### src/rtl/mapper_ctx_ctrl.sv
// Hypervisor context save/restore sequencer for the user mapper bytes, plus
// arbitration of hypervisor CPU writes onto the single mapper write port.
module mapper_ctx_ctrl (
    input  logic       clk,
    input  logic       reset_n,
    input  logic       ready,
    input  logic       map_busy,
    input  logic       save_req,
    input  logic       restore_req,
    input  logic       cpu_wr,
    input  logic [1:0] cpu_wr_sel,
    input  logic [7:0] cpu_wr_data,
    input  logic [7:0] map_reg_data,
    output logic [1:0] rd_sel,
    output logic       rd_override,
    output logic       hyp_load_user_reg,
    output logic [1:0] map_reg_write_sel,
    output logic [7:0] wr_data,
    output logic       cpu_wr_ack,
    input  logic [1:0] shadow_sel,
    output logic [7:0] shadow_data,
    output logic       busy,
    output logic       done
);
    localparam int unsigned DW = 8;
    localparam int unsigned SW = 2;
    localparam int unsigned NB = 4;

    typedef enum logic [1:0] {IDLE, SAVE, RESTORE} state_t;

    state_t          state;
    logic [SW-1:0]   cnt;
    logic [DW-1:0]   shadow [NB];
    logic            pend_save;
    logic            pend_restore;

    logic start_save, start_restore;
    logic in_idle, in_save, in_restore;
    logic restore_wr, cpu_go;

    // Incoming pulses count as pending so a request is acted on the cycle it arrives.
    assign start_save    = pend_save | save_req;
    assign start_restore = pend_restore | restore_req;
    assign in_idle       = (state == IDLE);
    assign in_save       = (state == SAVE);
    assign in_restore    = (state == RESTORE);

    assign restore_wr = in_restore & ready & ~map_busy;
    // reset_n gating keeps the combinational strobe quiet while reset is held.
    assign cpu_go     = reset_n & in_idle & ~start_save & ~start_restore
                      & cpu_wr & ready & ~map_busy;

    assign cpu_wr_ack        = cpu_go;
    assign hyp_load_user_reg = restore_wr | cpu_go;
    assign map_reg_write_sel = in_restore ? cnt : (cpu_go ? cpu_wr_sel : SW'(0));
    assign wr_data           = in_restore ? shadow[cnt] : (cpu_go ? cpu_wr_data : DW'(0));
    assign rd_override       = in_save;
    assign rd_sel            = in_save ? cnt : SW'(0);
    assign busy              = ~in_idle;
    assign shadow_data       = shadow[shadow_sel];

    // Sequencer state, byte counter, pending requests and shadow file.
    always_ff @(posedge clk or negedge reset_n) begin
        if (!reset_n) begin
            state        <= IDLE;
            cnt          <= '0;
            pend_save    <= 1'b0;
            pend_restore <= 1'b0;
            done         <= 1'b0;
            for (int i = 0; i < NB; i++) shadow[i] <= '0;
        end else begin
            done         <= 1'b0;
            pend_save    <= start_save;
            pend_restore <= start_restore;
            case (state)
                IDLE: begin
                    if (start_save) begin
                        state     <= SAVE;
                        cnt       <= '0;
                        pend_save <= 1'b0;
                    end else if (start_restore) begin
                        state        <= RESTORE;
                        cnt          <= '0;
                        pend_restore <= 1'b0;
                    end
                end
                SAVE: begin
                    if (ready) begin
                        shadow[cnt] <= map_reg_data;
                        cnt         <= cnt + SW'(1);
                        if (cnt == SW'(NB - 1)) begin
                            state <= IDLE;
                            done  <= 1'b1;
                        end
                    end
                end
                RESTORE: begin
                    if (restore_wr) begin
                        cnt <= cnt + SW'(1);
                        if (cnt == SW'(NB - 1)) begin
                            state <= IDLE;
                            done  <= 1'b1;
                        end
                    end
                end
                default: state <= IDLE;
            endcase
        end
    end
endmodule

### config.mk
export PLATFORM = sky130hd
export DESIGN_NAME = mapper_ctx_ctrl
export DESIGN_NICKNAME = d
export VERILOG_FILES = /design/src/rtl/mapper_ctx_ctrl.sv
export SDC_FILE = /design/constraint.sdc
export NUM_CORES = 1
export LEC_CHECK = 0
export ABC_AREA = 1
export BUFFER_PORTS_ARGS = -buffer_cell sky130_fd_sc_hd__buf_2
export CAP_MARGIN = 30
export CORE_MARGIN = 2
export CORE_UTILIZATION = 50
export DETAILED_ROUTE_END_ITERATION = 7
export PLACE_DENSITY = 0.73
export SETUP_SLACK_MARGIN = 0.15
export SLEW_MARGIN = 10
export SYNTH_ARGS = -nofsm -noshare
export SYNTH_HDL_FRONTEND = slang
export SYNTH_SLANG_ARGS = --single-unit
### constraint.sdc
create_clock -name clk -period 1.7 [get_ports clk]
set_input_delay 0.255 -clock clk [delete_from_list [all_inputs] [get_ports clk]]
set_output_delay 0.255 -clock clk [all_outputs]
set_load 0.005 [all_outputs]
## Word level (Yosys, flattened, before mapping)

Cells that the tools add are included.

| word-level totals | value |
|---|---|
| output and inout port bits | 25 |
| logic and storage cells | 74 |
| flip-flop bits (word level) | 39 |

| cells by class | value |
|---|---|
| bitwise logic cells | 17 |
| mux-type cells | 32 |
| add/sub/neg operators | 1 |
| reductions and logical operators | 6 |
| equal/unequal tests | 6 |
| order comparisons | 3 |

Operators with widths:

| cell | number |
|---|---|
| 8-bit 2-to-1 mux | 7 |
| 8-bit binary-select mux with 2-bit select | 2 |
| 32-bit bitwise mux | 1 |
| 2-bit 2-to-1 mux | 12 |
| 8-bit demux with 2-bit select | 1 |
| 2-bit one-hot mux with 3 select lines | 2 |
| 1-bit bitwise AND | 8 |
| 3-bit >= comparator (second input constant) | 2 |
| 1-bit 2-to-1 mux | 6 |
| 2-bit NOT with 3-bit output | 2 |
| 2-bit == test (second input constant) | 2 |
| 1-bit NOT | 4 |
| 4-bit AND reduction | 1 |
| 3-bit by 1-bit less-than comparator with 1-bit output (second input constant) | 1 |
| 3-bit inequality test (second input constant) | 1 |
| 1-bit bitwise OR | 3 |
| 3-bit AND reduction | 1 |
| 3-bit nonzero test | 1 |
| 2-bit by 1-bit adder with 2-bit output (second input constant) | 1 |
| 2-bit by 1-bit == test with 1-bit output (second input constant) | 1 |
| 2-bit zero test | 1 |
| 2-bit by 1-bit inequality test with 1-bit output (second input constant) | 1 |
| 2-bit inequality test (second input constant) | 1 |
| 1-bit one-hot mux with 2 select lines | 1 |
| other kinds (2) | 2 |

## Longest topological paths before layout

| depth | value |
|---|---|
| depth after elaboration | 9 |
| depth in mapped cells | 8 |
| gate-level depth less buffers | 8 |

## Worst setup path after synthesis

Ideal clock, no wire load.

| timing | value |
|---|---|
| path type | reg-to-output |
| start point | register state[0] |
| end point | output map_reg_write_sel[0] |
| arrival time | 1.251 ns |
| required time | 1.445 ns |
| cell stages (with the launch flop) | 7 |
| path slack | 0.194 ns |
| path through | dfrtp_1 -> inv_1 -> ha_1 -> inv_1 -> clkbuf_1 -> nand2_1 -> o21ai_0 |

| between the ends | value |
|---|---|
| longest elaborated chain between the ends | 9 |
| elaborated cells between the ends (all ways) | 10 |
| those cells by class | eq/ne: 1; mux: 2; bitwise: 6; reduce/logical: 1 |

RTL lines:

| what | RTL line | source |
|---|---|---|
| from (decl) | 31 | `state_t state;` |
| from (signal assigned) | 65 | `state <= IDLE;` |
| from (signal assigned) | 78 | `state <= SAVE;` |
| from (signal assigned) | 82 | `state <= RESTORE;` |
| 2-bit zero test | 44 | `assign in_idle = (state == IDLE);` |
| 1-bit bitwise AND (3 in series) | 50 | `assign cpu_go = reset_n & in_idle & ~start_save & ~start_restore` |
| 1-bit bitwise AND (3 in series) | 51 | `& cpu_wr & ready & ~map_busy;` |
| 2-bit 2-to-1 mux | 55 | `assign map_reg_write_sel = in_restore ? cnt : (cpu_go ? cpu_wr_sel : SW'(0));` |
| 2-bit 2-to-1 mux * | 55 |  |
| to (decl) | 17 | `output logic [1:0] map_reg_write_sel,` |

Every way passes the cells marked *; elsewhere a longest branch is shown, timed or not.

## Worst setup path after layout

| timing | value |
|---|---|
| start point | register state[0] |
| end point | output map_reg_write_sel[1] |

Same word-level chain as after synthesis.

==> qor.yml <==
violations: "negative setup slack"
htreeDepth: 2
dp_hpwl_um: 4218
swShare: 0.4151
initial_core_util: 0.5193
nets: 417
dieArea_um2: 5076
final-hold-violation-count: 0
p_leak_uw: 0.001536
gp_congestion: 0.8396
first_global_vias: 2231
cts.path.max_buffers: 2
critPathKind: "flop to output pin"
syn_area_per_cell_um2: 7.200
viasPerCell: 5.538
grt_max_degree: 40
ys_seq_area_frac: 0.4317
r2r_cells: 7
ys_ff_latch: 39
finalCritPeriodShare: 1.041
rows: 24
dieHeight_um: 71.25
end_kind: "output pin"
ant_nets: 0
die_w_um: 71.25
ys_top_cells_by_area: "dfrtp_1, o21ai_0, nand2_1"
clock_latency_ns: 0.29
p_comb_frac: 0.468
p_clk_frac: 0.146
num_antenna_cells: 0
layout_common_cells: "nand2_1, o21ai_0, nor2_1, buf_2, dfrtp_1"
fin_crit_ns: 1.769
power_switching_uw: 1708
cts_tree: "built"
hp-class: "input pin to async pin"
clock-sinks: 39
cts.clk_slew.worst_paths_ns: 0.08
first_iter_violations: 207
peakVddDrop_uv: 603.9
drive_gt1_frac: 0.2559
fin_ws_ns: -0.06934
ctsHoldBuffers: 0
power.total_uw: 4115
fill_cells: 401
yosysWarnings: 0
yosysTopAreaCell: "dfrtp_1"
core_um2: 4354
root_buffer: "clkbuf_8"
maxSlewViolCount: 0
synth-edff-count: 0
synth_top_area_frac: 0.4317
drcViolationCount: 0
num_vias: 2409
crit_arrival_ns: 1.51
synth_nets: 349
required_ns: 1.44
ys.flop_type: "dfrtp_1"
synthDistinctLibCells: 18
syn_area_um2: 2261
setup_viol: 11
rsz0062_at_grt: "yes"
cp_max_fo: 5
antenna_found_initial: 0
worstSetupStartpointType: "flop"
whs_ns: 0.02658
area_growth_pct: 26.90
power_frac_seq: 0.386
final_util: 0.6589
io_pins: 52
tightest_slew_ns: 0.5111
relSlewSlack: 0.6593
netlist_instances: 314
mostFrequentLayoutCell: "nand2_1"
intPower_uw: 2407
outcome: "complete, but fails checks"
clock_skew_ns: 0.01116
wl_per_cell_um: 14.97
grt_pass1_wl_um: 10780
overflow: 0
drt_first_pass_iters: 5
p_per_area_nw_per_um2: 1434
grt_use_total: 0.2742
fmax_mhz: 565.2
synth-async-reset-ratio: 1.000
cts_buffers: 5
routed_wirelength_um: 6514
max_cap_violations: 0
port_buffers: 51
## repair_timing
action,in CTS,in global routing
setup buffers,3,3
pin swaps,3,2
gates cloned,2,0
gates resized for setup,20,17
setup endpoints to repair,30,28
## worst max-delay path, cell delays in order, from the launching register on
cell and delay (ns):
dfrtp_1 0.40, inv_2 0.11, ha_4 0.16, nand3_4 0.12
inv_6 0.12, nand2_4 0.06, o21ai_2 0.12, buf_2 0.12
## per-layer routing
metal	GRT usage	vias up	routed length [µm]
met2	0.4331	130	3086
met4	0.09434	0	103
met1	0.3956	1102	2672
met5	0	-	0
li1	-	1166	-
met3	0.02954	11	651
## area by class of cell
type,count,area (µm²),area share
Sequential cell,39,978.4,0.3410
Timing Repair Buffer,71,431.7,0.1505
Clock inverter,1,5.005,0.001744
Multi-Input combinational cell,238,1190,0.4147
Timing Repair inverter,2,11.26,0.003925
Inverter,25,111.4,0.03881
Clock buffer,7,76.32,0.02660
Tap cell,52,65.06,0.02268
## kinds of logic after synthesis
family                   share of synthesized area
adder cells (fa/ha/maj)                    0.04427
AND/OR/NAND/NOR                             0.2800
buffers and inverters                      0.06696
flip-flops                                  0.4317
AO/OA/AOI/OAI                               0.1771
## state kept, by name (all words and copies together), names as in the netlist
register      cells
pend_restore      1
cnt               2
done              1
pend_save         1
shadow           32
state             2
## Yosys cell counts, types with 2 or more instances
master	number
nand3_1	7
nand2_1	75
nor2_1	54
dfrtp_1	39
a21oi_1	3
inv_1	23
clkbuf_1	2
buf_2	10
o22ai_1	8
nand4_1	12
ha_1	8
o21ai_0	67
## per-stage QoR
stage / setup WS [ns] / instance area [µm²] / setup TNS (ns) / instances
after floorplan: 0.1938 / 2261 / 0 / 314
after global placement: 0.06773 / 2629 / 0 / 419
after detailed placement: 0.02827 / 2629 / 0 / 419
after CTS: -0.04830 / 2798 / -0.2880 / 432
after global routing: -0.1276 / 2869 / -1.179 / 435
final: -0.06934 / 2869 / -0.4564 / 435
## path summary, 6_finish.rpt
kind                                          end                    from  slack (ns)
max in group asynchronous      cnt[1]$_DFFE_PN0P_                 reset_n        1.29
max                          map_reg_write_sel[1]    state[0]$_DFFE_PN0P_       -0.07
min                                done$_DFF_PN0_                 reset_n        0.03
max reg2reg                  state[0]$_DFFE_PN0P_    state[1]$_DFFE_PN0P_        0.14
min reg2reg                shadow[21]$_DFFE_PN0P_  shadow[21]$_DFFE_PN0P_        0.52
min in group clk                   done$_DFF_PN0_                map_busy        0.14
## power groups by stage
stage               logic [µW]  registers (µW)  clock network (µW)
detailed placement        1630            1590                   0
global route              2190            1630                 648
global placement          1590            1580                   0
finish                    1930            1590                 599
floorplan                 1140            1500                   0
CTS                       1810            1570                 611
(Power assumes the default switching activity.)
